--- config.mk ---
export PLATFORM = sky130hd
export DESIGN_NAME = pong_input_cond
export DESIGN_NICKNAME = d
export VERILOG_FILES = /design/src/rtl/pong_input_cond.sv
export SDC_FILE = /design/constraint.sdc
export NUM_CORES = 1
export LEC_CHECK = 0
export CORE_AREA = 10 10 139 141
export CTS_CLUSTER_SIZE = 12
export DETAILED_ROUTE_END_ITERATION = 7
export DIE_AREA = 0 0 149 151
export GPL_ROUTABILITY_DRIVEN = 0
export GPL_TIMING_DRIVEN = 0
export SYNTH_ARGS = -nofsm -noshare
export SYNTH_HDL_FRONTEND = slang
export SYNTH_SLANG_ARGS = --single-unit
--- constraint.sdc ---
create_clock -name clk -period 2.3 [get_ports clk]
set_clock_uncertainty 0.05 [all_clocks]
set_input_delay 0.575 -clock clk [delete_from_list [all_inputs] [get_ports clk]]
set_output_delay 0.575 -clock clk [all_outputs]
set_load 0.02 [all_outputs]
--- src/rtl/pong_input_cond.sv ---
// -----------------------------------------------------------------------------
// pong_input_cond
//
// Cleans up the raw player pushbuttons before they reach the pong game core.
// Each channel passes through a two-flop synchroniser and then a counter-based
// debouncer. The block produces three views of every button:
//   - a clean debounced level,
//   - a one-cycle pulse on each debounced press (0->1), used for serve edges,
//   - a frame-held level, so that a tap shorter than one video frame is still
//     visible when the game core samples its inputs on frame_tick.
//
// Parameters
//   N_BTN      number of button channels (p1_up,p1_dn,p1_srv,p2_up,p2_dn,p2_srv)
//   DB_CYCLES  consecutive stable clocks needed to accept a change (>= 2)
//
// Ports
//   clk        in   1      pixel clock
//   rst_n      in   1      asynchronous, active-low reset
//   btn_raw    in   N_BTN  raw asynchronous button inputs, active high
//   frame_tick in   1      one-cycle pulse per frame, synchronous to clk
//   btn_level  out  N_BTN  debounced level
//   btn_rise   out  N_BTN  one-cycle pulse on a debounced 0->1 transition
//   btn_hold   out  N_BTN  btn_level OR press-pending-since-last-frame_tick
// -----------------------------------------------------------------------------
module pong_input_cond #(
  parameter int N_BTN     = 6,
  parameter int DB_CYCLES = 65536
) (
  input  logic             clk,
  input  logic             rst_n,
  input  logic [N_BTN-1:0] btn_raw,
  input  logic             frame_tick,
  output logic [N_BTN-1:0] btn_level,
  output logic [N_BTN-1:0] btn_rise,
  output logic [N_BTN-1:0] btn_hold
);

  // Counter width is derived from the debounce length and is not overridable.
  localparam int              CNT_W   = $clog2(DB_CYCLES);
  localparam logic [CNT_W-1:0] CNT_MAX = CNT_W'(DB_CYCLES - 1);

  // ---------------------------------------------------------------------------
  // Synchroniser. s1_reg may be metastable, so nothing but s2_reg reads it.
  // ---------------------------------------------------------------------------
  logic [N_BTN-1:0] s1_reg;
  logic [N_BTN-1:0] s2_reg;

  always_ff @(posedge clk or negedge rst_n) begin
    if (!rst_n) begin
      s1_reg <= '0;
      s2_reg <= '0;
    end else begin
      s1_reg <= btn_raw;
      s2_reg <= s1_reg;
    end
  end

  // ---------------------------------------------------------------------------
  // Debouncer state
  // ---------------------------------------------------------------------------
  logic [CNT_W-1:0] cnt_reg  [N_BTN];
  logic [CNT_W-1:0] cnt_next [N_BTN];
  logic [N_BTN-1:0] level_reg;
  logic [N_BTN-1:0] level_next;
  logic [N_BTN-1:0] rise_reg;
  logic [N_BTN-1:0] rise_next;
  logic [N_BTN-1:0] pend_reg;
  logic [N_BTN-1:0] pend_next;
  logic [N_BTN-1:0] accept;

  genvar gi;
  generate
    for (gi = 0; gi < N_BTN; gi++) begin : g_chan
      logic mismatch;
      logic at_max;

      assign mismatch = s2_reg[gi] ^ level_reg[gi];
      assign at_max   = (cnt_reg[gi] == CNT_MAX);

      // A change is accepted on the DB_CYCLES-th consecutive mismatching
      // clock. Any agreement with the current level throws away the run, so
      // a bouncing contact never accumulates partial credit. The counter is
      // cleared on acceptance, which also keeps it from ever wrapping.
      assign accept[gi] = mismatch & at_max;

      assign cnt_next[gi] = (!mismatch || at_max) ? '0
                                                  : cnt_reg[gi] + 1'b1;
    end
  endgenerate

  // Accepting a change always flips the level to the synchronised value.
  assign level_next = level_reg ^ accept;

  // Registered press pulse: high in exactly the cycle btn_level first reads 1.
  assign rise_next = accept & s2_reg;

  // A press arriving in the same cycle as frame_tick belongs to the next
  // frame, so the set term wins over the clear term.
  assign pend_next = rise_reg | (pend_reg & ~{N_BTN{frame_tick}});

  always_ff @(posedge clk or negedge rst_n) begin
    if (!rst_n) begin
      for (int i = 0; i < N_BTN; i++) begin
        cnt_reg[i] <= '0;
      end
      level_reg <= '0;
      rise_reg  <= '0;
      pend_reg  <= '0;
    end else begin
      for (int i = 0; i < N_BTN; i++) begin
        cnt_reg[i] <= cnt_next[i];
      end
      level_reg <= level_next;
      rise_reg  <= rise_next;
      pend_reg  <= pend_next;
    end
  end

  // ---------------------------------------------------------------------------
  // Outputs (all straight from registers; btn_hold is a single OR level)
  // ---------------------------------------------------------------------------
  assign btn_level = level_reg;
  assign btn_rise  = rise_reg;
  assign btn_hold  = level_reg | pend_reg;

endmodule

==> results.sh, run 1 <==
export IMPL_power_switching_mw=1.09
export IMPL_die_h_um=151
export IMPL_ys_flop_type="dfrtp_1"
export IMPL_die_w_um=149
export IMPL_cts_hold_buffers=0
export IMPL_track_usage_pct=10.2
export IMPL_setup_ws_ns=0.0741
export IMPL_gr_total_overflow=0
export IMPL_placed_cells=778
export IMPL_worst_path_buf_inv=1
export IMPL_cp_slowest_cell="clkdlybuf4s50_1"
export IMPL_cts_sinks=126
export IMPL_cts_buffers=17
export IMPL_switching_share_pct=19.3
export IMPL_whs_ns=0.0494
export IMPL_status="completed"
export IMPL_maxSlewViolCount=0
export IMPL_netlist_area_leader_share_pct=55.8
export IMPL_cp_end_kind="output pin"
export IMPL_ys_async_sr_fraction_pct=100
export IMPL_power_frac_comb_pct=2.8
export IMPL_initial_utilization_pct=34.3
export IMPL_drt_drc_violations_left=0
export IMPL_p_seq_share_pct=40.8
export IMPL_synth_top_area_cell="dfrtp_1"
export IMPL_stdcell_count=810
export IMPL_synth_cell_types=33
export IMPL_rr_worst_depth=7
export IMPL_crit_type="reg2out"
export IMPL_top_level_ports=27
export IMPL_synthAdderAreaFrac_pct=1.33
export IMPL_maxCapViolations=0
export IMPL_synthTopCellsByArea="dfrtp_1, xnor2_1, nor2_1, xor2_1, nand4_1"
export IMPL_cellLeakagePower_nw=3.00
export IMPL_ys_seq_area_share_pct=55.8
export IMPL_arrival_ns=1.60
export IMPL_synth_edf_count=0
export IMPL_vias=3901
export IMPL_fin_setup_tns_ns=0
export IMPL_synth_avg_cell_area_um2=10.6
export IMPL_max_freq_mhz=449
export IMPL_area_growth_pct=22.5
export IMPL_post_cts_buffers=0
export IMPL_synth_xor_area_share_pct=13.8
export IMPL_relSlewSlack_pct=68.4
export IMPL_place_ws_ns=0.131
export IMPL_netlist_instances=531
export IMPL_htree_levels=4
export IMPL_ir_worst_vdd_mv=0.448
export IMPL_slowest_delay_ns=0.68
export IMPL_yosys_area_share_simple_pct=24.4
export IMPL_hpwl_um=7220
export IMPL_wire_per_inst_um=13.3
export IMPL_largest_register_ffs=96
export IMPL_hp_class="in2async"
export IMPL_routed_wirelength_um=10800
export IMPL_n_fill_cell=1556
export IMPL_rsz0062_at_grt="no"
export IMPL_post_dp_cell_area_mm2=0.00622
export IMPL_dr_pass1_iters=4
export IMPL_synthMuxAreaShare_pct=1.46
export IMPL_grt_max_degree=78
export IMPL_core_mm2=0.0165
export IMPL_cts_tree="yes"
export IMPL_yosys_warnings=0
export IMPL_final_hold_violation_count=0
export IMPL_worstPathCellList="clkdlybuf4s50_1"
export IMPL_worst_path_max_fanout=6
export IMPL_path_clk_slew_ns=0.05
export IMPL_clkPwrFrac_pct=56.4
export IMPL_die_area_mm2=0.0225
export IMPL_fin_crit_ns=2.23
export IMPL_crit_required_ns=1.67
export IMPL_finish_instance_area_mm2=0.00693
export IMPL_final_cell_mix="dfrtp_1, nor2_1, xnor2_1, nand3_1, xor2_1"
export IMPL_clk_latency_ns=0.42
export IMPL_rows=47
export IMPL_syn_nets=546
export IMPL_ant_nets=0
export IMPL_r2r_start="cnt_reg[0]"
export IMPL_setup_violations=0
export IMPL_first_iter_violations=243
export IMPL_worst_pin_slew_ns=0.473
export IMPL_drive_gt1_share_pct=10.7
export IMPL_n_antenna_cell=0
export IMPL_nets=592
export IMPL_synth_area_mm2=0.00565
export IMPL_critPathLaunchType="register"
export IMPL_antenna_found_initial=0
export IMPL_period_share_pct=96.8
export IMPL_vias_per_cell=4.82
export IMPL_r2r_slack_ns=0.27
export IMPL_grt_pass1_vias=4055
export IMPL_cts_buffer_depth=2
export IMPL_root_buffer="clkbuf_16"
export IMPL_powerDensity_mw_per_mm2=812
export IMPL_p_int_mw=4.54
export IMPL_ys_ff_latch=126
export IMPL_grt_pass1_wl_um=18900
export IMPL_synth_top_family_by_area="simple AND/OR/NAND/NOR gates"
export IMPL_reg2reg_to="cnt_reg[13]"
export IMPL_critPathTopFamily="buffers and inverters"
export IMPL_io_buffers=26
export IMPL_synth_compound_area_share_pct=1.11
export IMPL_final_common_cell="dfrtp_1"
layer usage:
layer	GRT usage, %	vias to the layer above	routed length [um]
met5	0	-	0
met4	4.66	0	194
met3	3.49	18	400
met2	17.1	50	5420
met1	11.7	1919	4750
li1	-	1914	-
cell usage after synthesis (2+ instances only):
| library cell | number |
|---|---|
| a21o_1 | 7 |
| and2_1 | 2 |
| and3_1 | 7 |
| and3b_1 | 2 |
| and4_1 | 9 |
| buf_2 | 2 |
| buf_4 | 3 |
| clkbuf_1 | 3 |
| dfrtp_1 | 126 |
| ha_1 | 6 |
| inv_1 | 16 |
| mux2_2 | 6 |
| nand2_1 | 23 |
| nand2_2 | 2 |
| nand3_1 | 36 |
| nand4_1 | 30 |
| nand4_4 | 2 |
| nor2_1 | 100 |
| nor3_1 | 18 |
| nor3b_1 | 5 |
| nor4_1 | 20 |
| or2_2 | 7 |
| or4_4 | 2 |
| xnor2_1 | 58 |
| xor2_1 | 31 |
stage by stage:
stage / utilization (%) / power, mW
finish: 42.1 / 5.62
global route: 42.1 / 5.81
CTS: 42.0 / 5.69
detailed placement: 37.8 / 2.49
global placement: 37.6 / 2.48
floorplan: - / 2.40
worst max path at each step:
stage                   end  slack [ns]  cells past startpoint
2_1_floorplan   cnt_reg[76]        0.50                      6
3_3_place_gp    cnt_reg[21]       -4.24                      1
6_report       btn_level[1]        0.07                      1
4_1_cts        btn_level[1]        0.03                      1
5_1_grt        btn_level[1]       0.001                      1
3_5_place_dp    cnt_reg[14]        0.13                      7
power groups by stage:
stage | logic [mW] | registers [mW] | clock network [mW]
6_report | 0.156 | 2.29 | 3.17
5_1_grt | 0.182 | 2.30 | 3.33
4_1_cts | 0.163 | 2.29 | 3.23
3_5_place_dp | 0.162 | 2.33 | 0
3_3_place_gp | 0.153 | 2.33 | 0
2_1_floorplan | 0.0764 | 2.32 | 0
final cells by class:
class	count	area, um2	area share [%]
Sequential cell	126	3150	45.5
Multi-Input combinational cell	379	2390	34.5
Clock buffer	21	470	6.79
Timing Repair Buffer	27	282	4.06
Tap cell	220	275	3.97
Clock inverter	11	234	3.38
Buffer	10	60.1	0.867
Inverter	16	60.1	0.867
cells by family after synthesis:
kind of cell | count (synthesis)
AND/OR/NAND/NOR | 268
AO/OA/AOI/OAI | 9
multiplexers | 7
XOR/XNOR | 89
adder cells (fa/ha/maj) | 6
flip-flops | 126
buffers and inverters | 26
what timing repair did:
item | in CTS | in global routing
pin swaps | 0 | 0
setup endpoints to repair | 6 | 19
resized for setup | 6 | 2
(Power assumes the default switching activity.)
==> inputs of run 2 (changes only) <==
--- a/config.mk
+++ b/config.mk
@@ -11,6 +11,8 @@
 export DIE_AREA = 0 0 149 151
 export GPL_ROUTABILITY_DRIVEN = 0
 export GPL_TIMING_DRIVEN = 0
+export RECOVER_POWER = 50
 export SYNTH_ARGS = -nofsm -noshare
 export SYNTH_HDL_FRONTEND = slang
 export SYNTH_SLANG_ARGS = --single-unit
+export TNS_END_PERCENT = 50
==> results.sh, run 2 (synthesis results as in run 1) <==
export IMPL_status="completed"
export IMPL_max_freq_mhz=449
export IMPL_post_cts_buffers=0
export IMPL_nets=592
export IMPL_clk_latency_ns=0.42
export IMPL_die_area_mm2=0.0225
export IMPL_cts_buffer_depth=2
export IMPL_crit_required_ns=1.67
export IMPL_die_h_um=151
export IMPL_io_buffers=26
export IMPL_crit_type="reg2out"
export IMPL_gr_total_overflow=0
export IMPL_relSlewSlack_pct=16.8
export IMPL_n_antenna_cell=0
export IMPL_worst_path_max_fanout=6
export IMPL_cellLeakagePower_nw=3.00
export IMPL_root_buffer="clkbuf_16"
export IMPL_wire_per_inst_um=13.3
export IMPL_cp_end_kind="output pin"
export IMPL_critPathLaunchType="register"
export IMPL_cts_sinks=126
export IMPL_ir_worst_vdd_mv=0.446
export IMPL_reg2reg_to="cnt_reg[13]"
export IMPL_grt_pass1_vias=4055
export IMPL_worst_pin_slew_ns=1.25
export IMPL_maxCapViolations=0
export IMPL_track_usage_pct=10.2
export IMPL_place_ws_ns=0.131
export IMPL_drive_gt1_share_pct=10.7
export IMPL_largest_register_ffs=96
export IMPL_final_util_pct=41.9
export IMPL_r2r_slack_ns=0.27
export IMPL_min_delay_path_depth=0
export IMPL_n_fill_cell=1559
export IMPL_multiInputGateArea_mm2=0.00239
export IMPL_antenna_found_initial=0
export IMPL_core_mm2=0.0165
export IMPL_hold_end="s2_reg[3]"
export IMPL_cts_buffers=17
export IMPL_vias_per_cell=4.84
export IMPL_final_cell_mix="dfrtp_1, nor2_1, xnor2_1, nand3_1, xor2_1"
export IMPL_period_share_pct=96.8
export IMPL_setup_violations=0
export IMPL_die_w_um=149
export IMPL_setup_ws_ns=0.0736
export IMPL_whs_ns=0.296
export IMPL_first_iter_violations=259
export IMPL_worst_path_buf_inv=1
export IMPL_arrival_ns=1.60
export IMPL_fin_crit_ns=2.23
export IMPL_critPathTopFamily="buffers and inverters"
export IMPL_dr_pass1_iters=5
export IMPL_regArea_mm2=0.00315
export IMPL_grt_max_degree=78
export IMPL_cp_slowest_cell="clkdlybuf4s50_1"
export IMPL_vias=3920
export IMPL_hp_class="reg2reg"
export IMPL_finalPower_mw=5.62
export IMPL_r2r_start="cnt_reg[0]"
export IMPL_maxSlewViolCount=0
export IMPL_final_hold_violation_count=0
export IMPL_routed_wirelength_um=10800
export IMPL_rows=47
export IMPL_slowest_delay_ns=0.68
export IMPL_grt_pass1_wl_um=18900
export IMPL_cp_depth=1
export IMPL_path_clk_slew_ns=0.06
export IMPL_final_common_cell="dfrtp_1"
export IMPL_drt_drc_violations_left=0
export IMPL_top_level_ports=27
export IMPL_cts_tree="yes"
export IMPL_ant_nets=0
export IMPL_hpwl_um=7220
export IMPL_worstPathCellList="clkdlybuf4s50_1"
export IMPL_area_growth_pct=22.1
export IMPL_rsz0062_at_grt="no"
export IMPL_rr_worst_depth=7
export IMPL_htree_levels=4
export IMPL_powerDensity_mw_per_mm2=813
export IMPL_initial_utilization_pct=34.3
export IMPL_hp_start="s1_reg[3]"
==> run 2: repair_timing <==
action                                  in CTS  in global routing
pin swaps                                    0                  0
hold buffers                                 0                  0
endpoints found under the setup margin       6                 19
resized for setup                            6                  2
==> run 2: layout make-up <==
class,count,area share (%)
timing repair buffer,27,3.75
inverter,16,0.870
buffer,10,0.870
clock buffer,21,6.81
clock inverter,11,3.39
multi-input combinational,379,34.7
tap,220,3.99
sequential,126,45.7
==> run 2: worst max-delay path by stage <==
stage	start	to	slack (ns)
finish	register	btn_level[1]	0.07
floorplan	cnt_reg[64]	cnt_reg[76]	0.50
global placement	rst_n	cnt_reg[21]	-4.24
CTS	register	btn_level[1]	0.03
detailed placement	cnt_reg[0]	cnt_reg[14]	0.13
global route	register	btn_level[1]	0.001
==> run 2: metal layers <==
metal  vias to the layer above  track usage, %  part of all wire, %  wire (um)
li1                       1913               -                    -          -
met1                      1934            11.7                   44       4720
met2                        54            17.1                   50       5430
met3                        19            3.49                  3.8        414
met4                         0            4.66                  1.8        198
met5                         -               0                    0          0
==> run 2: metrics by stage <==
| step | cell area [um2] | TNS [ns] | cells |
|---|---|---|---|
| 2_1_floorplan | 5650 | 0 | 531 |
| 3_3_place_gp | 6190 | -533.64 | 777 |
| 3_5_place_dp | 6220 | 0 | 778 |
| 4_1_cts | 6920 | 0 | 810 |
| 5_1_grt | 6910 | 0 | 810 |
| 6_report | 6910 | 0 | 810 |
==> run 2: report_power, final <==
group | internal [mW] | switching [mW]
registers | 2.26 | 0.0377
logic | 0.0503 | 0.0988
clock network | 2.22 | 0.950
total | 4.53 | 1.09
